===== config.mk =====
export PLATFORM = sky130hd
export DESIGN_NAME = inv_key_schedule
export DESIGN_NICKNAME = d
export VERILOG_FILES = /design/src/rtl/aes_pkg.sv /design/src/rtl/aes_sbox.sv /design/src/rtl/inv_key_schedule.sv
export SDC_FILE = /design/constraint.sdc
export NUM_CORES = 1
export LEC_CHECK = 0
export BUFFER_PORTS_ARGS = -buffer_cell sky130_fd_sc_hd__buf_2
export CAP_MARGIN = 20
export CELL_PAD_IN_SITES_DETAIL_PLACEMENT = 1
export CELL_PAD_IN_SITES_GLOBAL_PLACEMENT = 1
export CORE_MARGIN = 5
export CORE_UTILIZATION = 38
export DETAILED_ROUTE_END_ITERATION = 8
export PLACE_DENSITY_LB_ADDON = 0.05
export SYNTH_ARGS = -nofsm -noshare
export SYNTH_HDL_FRONTEND = slang
export SYNTH_SLANG_ARGS = --single-unit

===== constraint.sdc =====
create_clock -name clk -period 11.3 [get_ports clk]
set_input_delay 0 -clock clk [delete_from_list [all_inputs] [get_ports clk]]
set_output_delay 0 -clock clk [all_outputs]
set_load 0.1 [all_outputs]

===== src/rtl/aes_pkg.sv =====
// Shared AES definitions: round count, S-box table, round constants and the
// key-schedule FSM states used by the forward and inverse key schedulers.
package aes_pkg;

   localparam int AES_NR = 10;

   typedef enum logic {IDLE = 1'b0, EMIT = 1'b1} ks_state_e;

   // Entry 0 is the most significant byte, so SBOX[x] reads naturally.
   localparam logic [0:255][7:0] SBOX = {
      128'h637c777bf26b6fc53001672bfed7ab76,
      128'hca82c97dfa5947f0add4a2af9ca472c0,
      128'hb7fd9326363ff7cc34a5e5f171d83115,
      128'h04c723c31896059a071280e2eb27b275,
      128'h09832c1a1b6e5aa0523bd6b329e32f84,
      128'h53d100ed20fcb15b6acbbe394a4c58cf,
      128'hd0efaafb434d338545f9027f503c9fa8,
      128'h51a3408f929d38f5bcb6da2110fff3d2,
      128'hcd0c13ec5f974417c4a77e3d645d1973,
      128'h60814fdc222a908846eeb814de5e0bdb,
      128'he0323a0a4906245cc2d3ac629195e479,
      128'he7c8376d8dd54ea96c56f4ea657aae08,
      128'hba78252e1ca6b4c6e8dd741f4bbd8b8a,
      128'h703eb5664803f60e613557b986c11d9e,
      128'he1f8981169d98e949b1e87e9ce5528df,
      128'h8ca1890dbfe6426841992d0fb054bb16
   };

   function automatic logic [31:0] rcon(input logic [3:0] r);
      logic [7:0] b;
      case (r)
         4'd1:    b = 8'h01;
         4'd2:    b = 8'h02;
         4'd3:    b = 8'h04;
         4'd4:    b = 8'h08;
         4'd5:    b = 8'h10;
         4'd6:    b = 8'h20;
         4'd7:    b = 8'h40;
         4'd8:    b = 8'h80;
         4'd9:    b = 8'h1b;
         4'd10:   b = 8'h36;
         default: b = 8'h00;
      endcase
      return {b, 24'h000000};
   endfunction

endpackage


===== src/rtl/aes_sbox.sv =====
// AES forward S-box, one byte, purely combinational table lookup.
module aes_sbox
   import aes_pkg::*;
(
   input  logic [7:0] din,
   output logic [7:0] dout
);

   assign dout = SBOX[din];

endmodule


===== src/rtl/inv_key_schedule.sv =====
// Iterative AES-128 inverse key schedule: walks round keys 10 down to 0,
// one key per accepted handshake on the key_valid/key_ready interface.
module inv_key_schedule
   import aes_pkg::*;
#(
   parameter int NUM_ROUNDS = AES_NR
) (
   input  logic         clk,
   input  logic         rst,
   input  logic         start,
   input  logic         abort,
   input  logic [127:0] last_key,
   input  logic         key_ready,
   output logic         key_valid,
   output logic [127:0] rnd_key,
   output logic [3:0]   rnd_no,
   output logic         busy,
   output logic         done
);

   if (NUM_ROUNDS != AES_NR) begin : g_bad_nr
      $error("inv_key_schedule: only NUM_ROUNDS=10 (AES-128) is supported");
   end

   ks_state_e    state_q, state_d;
   logic         hs, load, step, done_d;
   logic [31:0]  w0, w1, w2, w3;
   logic [31:0]  p0, p1, p2, p3;
   logic [31:0]  rot, sub;
   logic [127:0] key_step;

   // Undo one forward expansion step, straight off the rnd_key register.
   assign {w0, w1, w2, w3} = rnd_key;
   assign p3  = w3 ^ w2;
   assign p2  = w2 ^ w1;
   assign p1  = w1 ^ w0;
   assign rot = {p3[23:0], p3[31:24]};

   for (genvar i = 0; i < 4; i++) begin : g_sbox
      aes_sbox u_sbox (
         .din  (rot[8*i +: 8]),
         .dout (sub[8*i +: 8])
      );
   end

   assign p0       = w0 ^ sub ^ rcon(rnd_no);
   assign key_step = {p0, p1, p2, p3};

   always_ff @(posedge clk or posedge rst) begin
      if (rst) state_q <= IDLE;
      else     state_q <= state_d;
   end

   always_comb begin
      state_d = state_q;
      case (state_q)
         IDLE:    if (start && !abort) state_d = EMIT;
         EMIT:    if (abort || (hs && rnd_no == 4'd0)) state_d = IDLE;
         default: state_d = IDLE;
      endcase
   end

   // abort masks the handshake so it always wins.
   always_comb begin
      busy      = (state_q != IDLE);
      key_valid = (state_q == EMIT);
      hs        = key_valid && key_ready && !abort;
      load      = (state_q == IDLE) && start && !abort;
      step      = hs && (rnd_no != 4'd0);
      done_d    = hs && (rnd_no == 4'd0);
   end

   always_ff @(posedge clk or posedge rst) begin
      if (rst) begin
         rnd_key <= '0;
         rnd_no  <= '0;
         done    <= 1'b0;
      end else begin
         done <= done_d;
         if (load) begin
            rnd_key <= last_key;
            rnd_no  <= 4'(NUM_ROUNDS);
         end else if (step) begin
            rnd_key <= key_step;
            rnd_no  <= rnd_no - 4'd1;
         end
      end
   end

endmodule


==> Word level (Yosys, flattened, before mapping) <==
Memories as Yosys holds them, arrays and structs flattened.
Cells that the tools add are included.
W data, S select, Z words.
{ "word_totals": {"ff_bits": 134, "mem_bits_ro": 8320, "input_bits": 133, "output_inout_bits": 135, "word_cells": 51, "n_memories": 5} }
{ "memory_table": {"columns": ["memory", "depth", "word_bits", "rd", "rd_ports_with_merged_regs", "wr", "line_no", "source"], "rows": [
  ["(name not given)", 256, 8, 1, 0, 0, "aes_sbox.sv:9", "assign dout = SBOX[din];"],
  ["(name not given)", 256, 8, 1, 0, 0, "aes_sbox.sv:9", null],
  ["(name not given)", 256, 8, 1, 0, 0, "aes_sbox.sv:9", null],
  ["(name not given)", 256, 8, 1, 0, 0, "aes_sbox.sv:9", null],
  ["(name not given)", 16, 8, 1, 0, 0, "aes_pkg.sv:31", "case (r)"]
]} }
{ "op_classes": {"addsub": 1, "n_lt_le_gt_ge": 4, "n_mux": 15, "bitwise_logic": 10, "n_reduce_logical": 12} }
{ "op_table": {"columns": ["operator", "n"], "rows": [
  ["$mux W128", 2],
  ["$xor A32 B32 Y32", 5],
  ["$mux W8", 8],
  ["$ge A9 B9 Y1 const B", 4],
  ["$not A8 Y9", 4],
  ["$mux W4", 2],
  ["$logic_and A1 B1 Y1", 7],
  ["$logic_not A4 Y1", 1],
  ["$reduce_bool A4 Y1", 1],
  ["$sub A4 B1 Y4 const B", 1],
  ["$mux W1", 2],
  ["$pmux W1 S2", 1],
  ["$reduce_bool A2 Y1", 1],
  ["$logic_not A1 Y1", 1],
  ["$logic_or A1 B1 Y1", 1],
  ["$not A1 Y1", 1]
]} }

==> Longest topological paths before layout <==
{ "logic_depth": {"word_depth": 9, "ltp_mapped": 15, "depth_no_buf": 12} }

==> By module <==
A second synthesis with hierarchy kept.
{ "hier_totals": {"cells_unflattened": 2879, "area_unflattened_um2": 20338.3} }
{ "modules_own_cells": {"columns": ["mod", "n_inst", "cells_per_inst", "area_each_um2", "seq_area_each_um2"], "rows": [
  ["inv_key_schedule", 1, 820, 7613.6, 3353.2],
  ["aes_sbox (g_sbox[2].u_sbox ...)", 2, 507, 3179.3, 0.0],
  ["aes_sbox (g_sbox[0].u_sbox)", 1, 535, 3263.1, 0.0],
  ["aes_sbox (g_sbox[1].u_sbox)", 1, 510, 3103.0, 0.0]
]} }

==> Worst setup path before layout <==
No wires, ideal clock.
{ "synth_path": {"path_kind": "register to register", "startpoint": "reg rnd_key[32]", "endpoint": "reg rnd_key[105]", "setup_ns": 0.125, "t_arrival_ns": 3.999, "required_ns": 11.175, "slack_ns": 7.176, "stages_incl_launch_ff": 16, "n_path_buf": 3, "synth_period_minus_slack_ns": 4.124, "path_cell_list": "dfrtp_1 xor2_1 inv_1 clkbuf_1 buf_1 ha_1 clkbuf_1 inv_1 nand2_1 a21oi_1 a311oi_1 a31oi_1 mux4_2 o22ai_1 xor2_1 mux2_2"} }
{ "synth_between": {"elab_chain_cells": 9} }
{ "synth_lines": {"columns": ["item", "line_no", "source"], "rows": [
  ["start: declaration", "inv_key_schedule.sv:15", "output logic [127:0] rnd_key,"],
  ["start signal: assignment", "inv_key_schedule.sv:81", "rnd_key <= last_key;"],
  ["start signal: assignment", "inv_key_schedule.sv:84", "rnd_key <= key_step;"],
  ["$xor A32 B32 Y32", "inv_key_schedule.sv:34", "assign p3 = w3 ^ w2;"],
  ["$not A8 Y9 (implied by the code)", "aes_sbox.sv:9", null],
  ["$mem_v2 Z256 W8", null, null],
  ["$mux W8 (implied by the code) (2 in series)", "aes_sbox.sv:9", null],
  ["$xor A32 B32 Y32 (2 in series)", "inv_key_schedule.sv:46", "assign p0 = w0 ^ sub ^ rcon(rnd_no);"],
  ["$mux W128", "inv_key_schedule.sv:83", "end else if (step) begin"],
  ["$mux W128", "inv_key_schedule.sv:80", "if (load) begin"]
]} }
Every way passes these cells. The select of a mux whose other input is x is not followed.
A chain may end at the register's enable or synchronous reset.

==> Worst setup path in the final report <==
{ "layout_path": {"startpoint": "reg rnd_key[25]", "endpoint": "reg rnd_key[101]"} }
The elaborated chain is that of the path after synthesis.

==> impl_metrics.env <==
export IMPL_floorplan_core_area_um2=52450
export IMPL_num_rows=84
export IMPL_reg_to_reg_critical_path_endpoint="rnd_key[101]"
export IMPL_synth_edff_count=0
export IMPL_placement_io_buffers=267
export IMPL_max_cap_violations=0
export IMPL_floorplan_die_width_um=239.7
export IMPL_worst_endpoint_arrival_ps=5040
export IMPL_cpPeakStageDelay_ps=870
export IMPL_first_pass_grt_wire_length_mm=164.2
export IMPL_timing_critical_path_cells="xor2_2, buf_4, inv_1, ha_1, nand2_1, nand3_1, a21oi_1, a311o_1, o311ai_0, o311ai_0, xor2_1, a21oi_1"
export IMPL_synth_top_cell_area_share_pct=16.73
export IMPL_htreeDepth=4
export IMPL_clkSlewWorstSetupHoldPaths_ps=80
export IMPL_report_final_hold_viol_count=0
export IMPL_ys_ff_latch=134
export IMPL_ant_nets=0
export IMPL_grt_usage_pct=36.33
export IMPL_timing_slew_headroom_pct=23.68
export IMPL_setup_total_negative_slack_ps=0
export IMPL_viasPerCell=6.937
export IMPL_capturing_element_type_of_the_critical_path="flop"
export IMPL_layout_drive_gt1_share_pct=15.01
export IMPL_drc=0
export IMPL_worstMarginPinSlew_ps=1137
export IMPL_clock_skew_final_ps=19.33
export IMPL_gp_congestion=1.009
export IMPL_synth_mux_area_share_pct=5.705
export IMPL_post_synthesis_share_of_cell_area_spent_on_and_or_nand_and_nor_gates_pct=22.88
export IMPL_synth_main_ff_cell="sky130_fd_sc_hd__dfrtp_1"
export IMPL_synth_seq_area_share_pct=16.73
export IMPL_number_of_cell_instances_on_the_worst_register_to_register_path=12
export IMPL_synthAdderAreaFrac_pct=3.620
export IMPL_r2r_start="rnd_key[25]"
export IMPL_cts_root_buf="sky130_fd_sc_hd__clkbuf_16"
export IMPL_hpwlAfterDp_mm=73.42
export IMPL_fmax_mhz=212.4
export IMPL_drt_initial_violations=3889
export IMPL_period_needed_ps=4708
export IMPL_via_count=26180
export IMPL_cp_start_kind="flop"
export IMPL_worst_endpoint_required_ps=11640
export IMPL_dieHeight_um=239.7
export IMPL_antenna_found_initial=2
export IMPL_cts_buffer_depth=2
export IMPL_numClockSinks=134
export IMPL_synth_cells=2902
export IMPL_synth_xor_area_share_pct=8.739
export IMPL_rsz0062_at_grt="false"
export IMPL_rrSetupSlack_ps=6590
export IMPL_ys_top_cells_by_area="sky130_fd_sc_hd__dfrtp_1 17%, sky130_fd_sc_hd__nand2_1 9.0%, sky130_fd_sc_hd__o21ai_0 7.0%"
export IMPL_design_die_area_um2=57440
export IMPL_post_synth_cell_types=86
export IMPL_criticalPathCategory="flop to flop"
export IMPL_ioPinCount=268
export IMPL_cts_buffers_inserted=17
export IMPL_first_pass_iters=7
export IMPL_post_cts_repair_setup_buffers=0
export IMPL_share_of_synthesized_flip_flops_with_an_asynchronous_set_or_reset_pct=100.0
export IMPL_insertion_delay_ps=510
export IMPL_critical_path_top_delay_family="compound AO/OA/AOI/OAI gates"
export IMPL_yosys_cell_count_top_type="sky130_fd_sc_hd__nand2_1"
export IMPL_number_of_max_slew_violations_in_the_final_report=0
export IMPL_worst_path_buf_inv=2
export IMPL_hold_path_class="input pin to async pin"
export IMPL_multi_input_comb_area_um2=15550
export IMPL_final_nets=3263
export IMPL_layout_area_seq_um2=3353
export IMPL_synth_compound_gate_area_share_pct=34.89
export IMPL_floorplan_initialDensity_pct=38.22
export IMPL_grt_max_degree=86
export IMPL_dominant_combinational_cell_family_by_area_after_synthesis="compound AO/OA/AOI/OAI gates"
export IMPL_synthesis_nets=3093
export IMPL_run_status="finished, final reports clean"
export IMPL_yosysWarnings=0
export IMPL_synth_top_cells_by_count="480 x sky130_fd_sc_hd__nand2_1, 280 x sky130_fd_sc_hd__o21ai_0, 237 x sky130_fd_sc_hd__nor2_1, 196 x sky130_fd_sc_hd__clkbuf_1, 193 x sky130_fd_sc_hd__a21oi_1"
export IMPL_synth_top_area_cell="sky130_fd_sc_hd__dfrtp_1"
export IMPL_routedWlPerCell_um=28.95
export IMPL_area_delta_synth_final_pct=18.09
export IMPL_synth_avg_cell_area_um2=6.907
export IMPL_fillCellCount=6603
export IMPL_tritoncts_clock_tree="done"
export IMPL_path_max_fanout=27
export IMPL_first_global_vias=25550
export IMPL_cp_slowest_cell="sky130_fd_sc_hd__ha_1"
export IMPL_routed_wirelength_mm=109.3
export IMPL_syn_cell_area_um2=20050
export IMPL_setup_violations=0
export IMPL_layout_worst_path_cycle_share_pct=41.66
export IMPL_gr_total_overflow=0
-- metal layers --
metal | vias to the layer above | GRT usage [%] | share of wire [%]
li1 | 11160 | - | -
met1 | 12780 | 47.94 | 40
met2 | 1832 | 56.74 | 45
met3 | 402 | 8.083 | 10
met4 | 2 | 16.84 | 5.5
met5 | - | 0 | 0.012
-- how the worst max path moves through the flow --
stage,start,to,slack (ps),cells past startpoint
after floorplan,rnd_key[32],rnd_key[105],7180,15
after global placement,rnd_key[57],rnd_key[101],6930,12
after detailed placement,rnd_key[41],rnd_key[118],6740,11
after CTS,rnd_key[41],rnd_key[118],6710,11
after global routing,rnd_key[41],rnd_key[118],6330,11
final,rnd_key[25],rnd_key[101],6590,12
-- worst register-to-register path, stage by stage (launching register included) --
cell and delay (ps):
sky130_fd_sc_hd__dfrtp_1 440, sky130_fd_sc_hd__xor2_2 190, sky130_fd_sc_hd__buf_4 240, sky130_fd_sc_hd__inv_1 750, sky130_fd_sc_hd__ha_1 870, sky130_fd_sc_hd__nand2_1 550, sky130_fd_sc_hd__nand3_1 260, sky130_fd_sc_hd__a21oi_1 120
sky130_fd_sc_hd__a311o_1 360, sky130_fd_sc_hd__o311ai_0 140, sky130_fd_sc_hd__o311ai_0 290, sky130_fd_sc_hd__xor2_1 230, sky130_fd_sc_hd__a21oi_1 90
-- logic make-up after synthesis --
| logic type | after synthesis |
|---|---|
| buf+inv | 348 |
| flops | 134 |
| fa+ha+maj | 58 |
| xor+xnor | 191 |
| compound gates | 1047 |
| simple gates | 1054 |
| mux | 70 |
-- repair_timing --
| action | 4_1_cts | 5_1_grt |
|---|---|---|
| hold endpoints to repair | 205 | 0 |
| gates resized for setup | 0 | 0 |
| hold buffers | 132 | 0 |
-- state kept, by name, indices dropped and copies added (netlist names) --
name and count:
busy 1, done 1, rnd_key 128, rnd_no 4
-- metrics by stage --
stage	hold slack [ps]	util [%]	instances	area, µm²	setup slack (ps)
global placement	201.9	41.42	3608	21720	6931
detailed placement	208.9	41.43	3609	21730	6741
CTS	200.2	45.13	3773	23670	6711
finish	214.8	45.14	3774	23670	6592
floorplan	73.39	-	2902	20050	7176
global route	239.5	45.14	3774	23670	6330
-- cells in the final DEF (no fill, tap or decap), drive strengths merged, types with 17 or more instances in the layout --
cell,instances
o211ai,69
nand2,482
clkbuf,20
ha,58
xnor2,52
nor2,237
o311ai,51
a21oi,193
o311a,18
o21ai,292
a211oi,52
dlygate4sd3,132
a31oi,73
mux2i,31
o2111ai,17
buf,334
nand2b,18
nor3,83
mux4,35
nand3,131
o221ai,27
dfrtp,134
o22ai,17
xor2,139
inv,37
a221oi,31
a311oi,60
o31ai,17
-- cell type report --
type	count	area share (%)
clock buffers	20	1.929
clock inverters	12	0.6924
diodes	1	0.01057
flip-flops and latches	134	14.16
inverters	33	0.5444
repair buffers	466	13.34
well taps	688	3.636
multi-input cells	2420	65.69
Power is left out: the tool's default activity adds up to more than one toggle a clock period on the data nets, which glitch-free logic cannot reach.
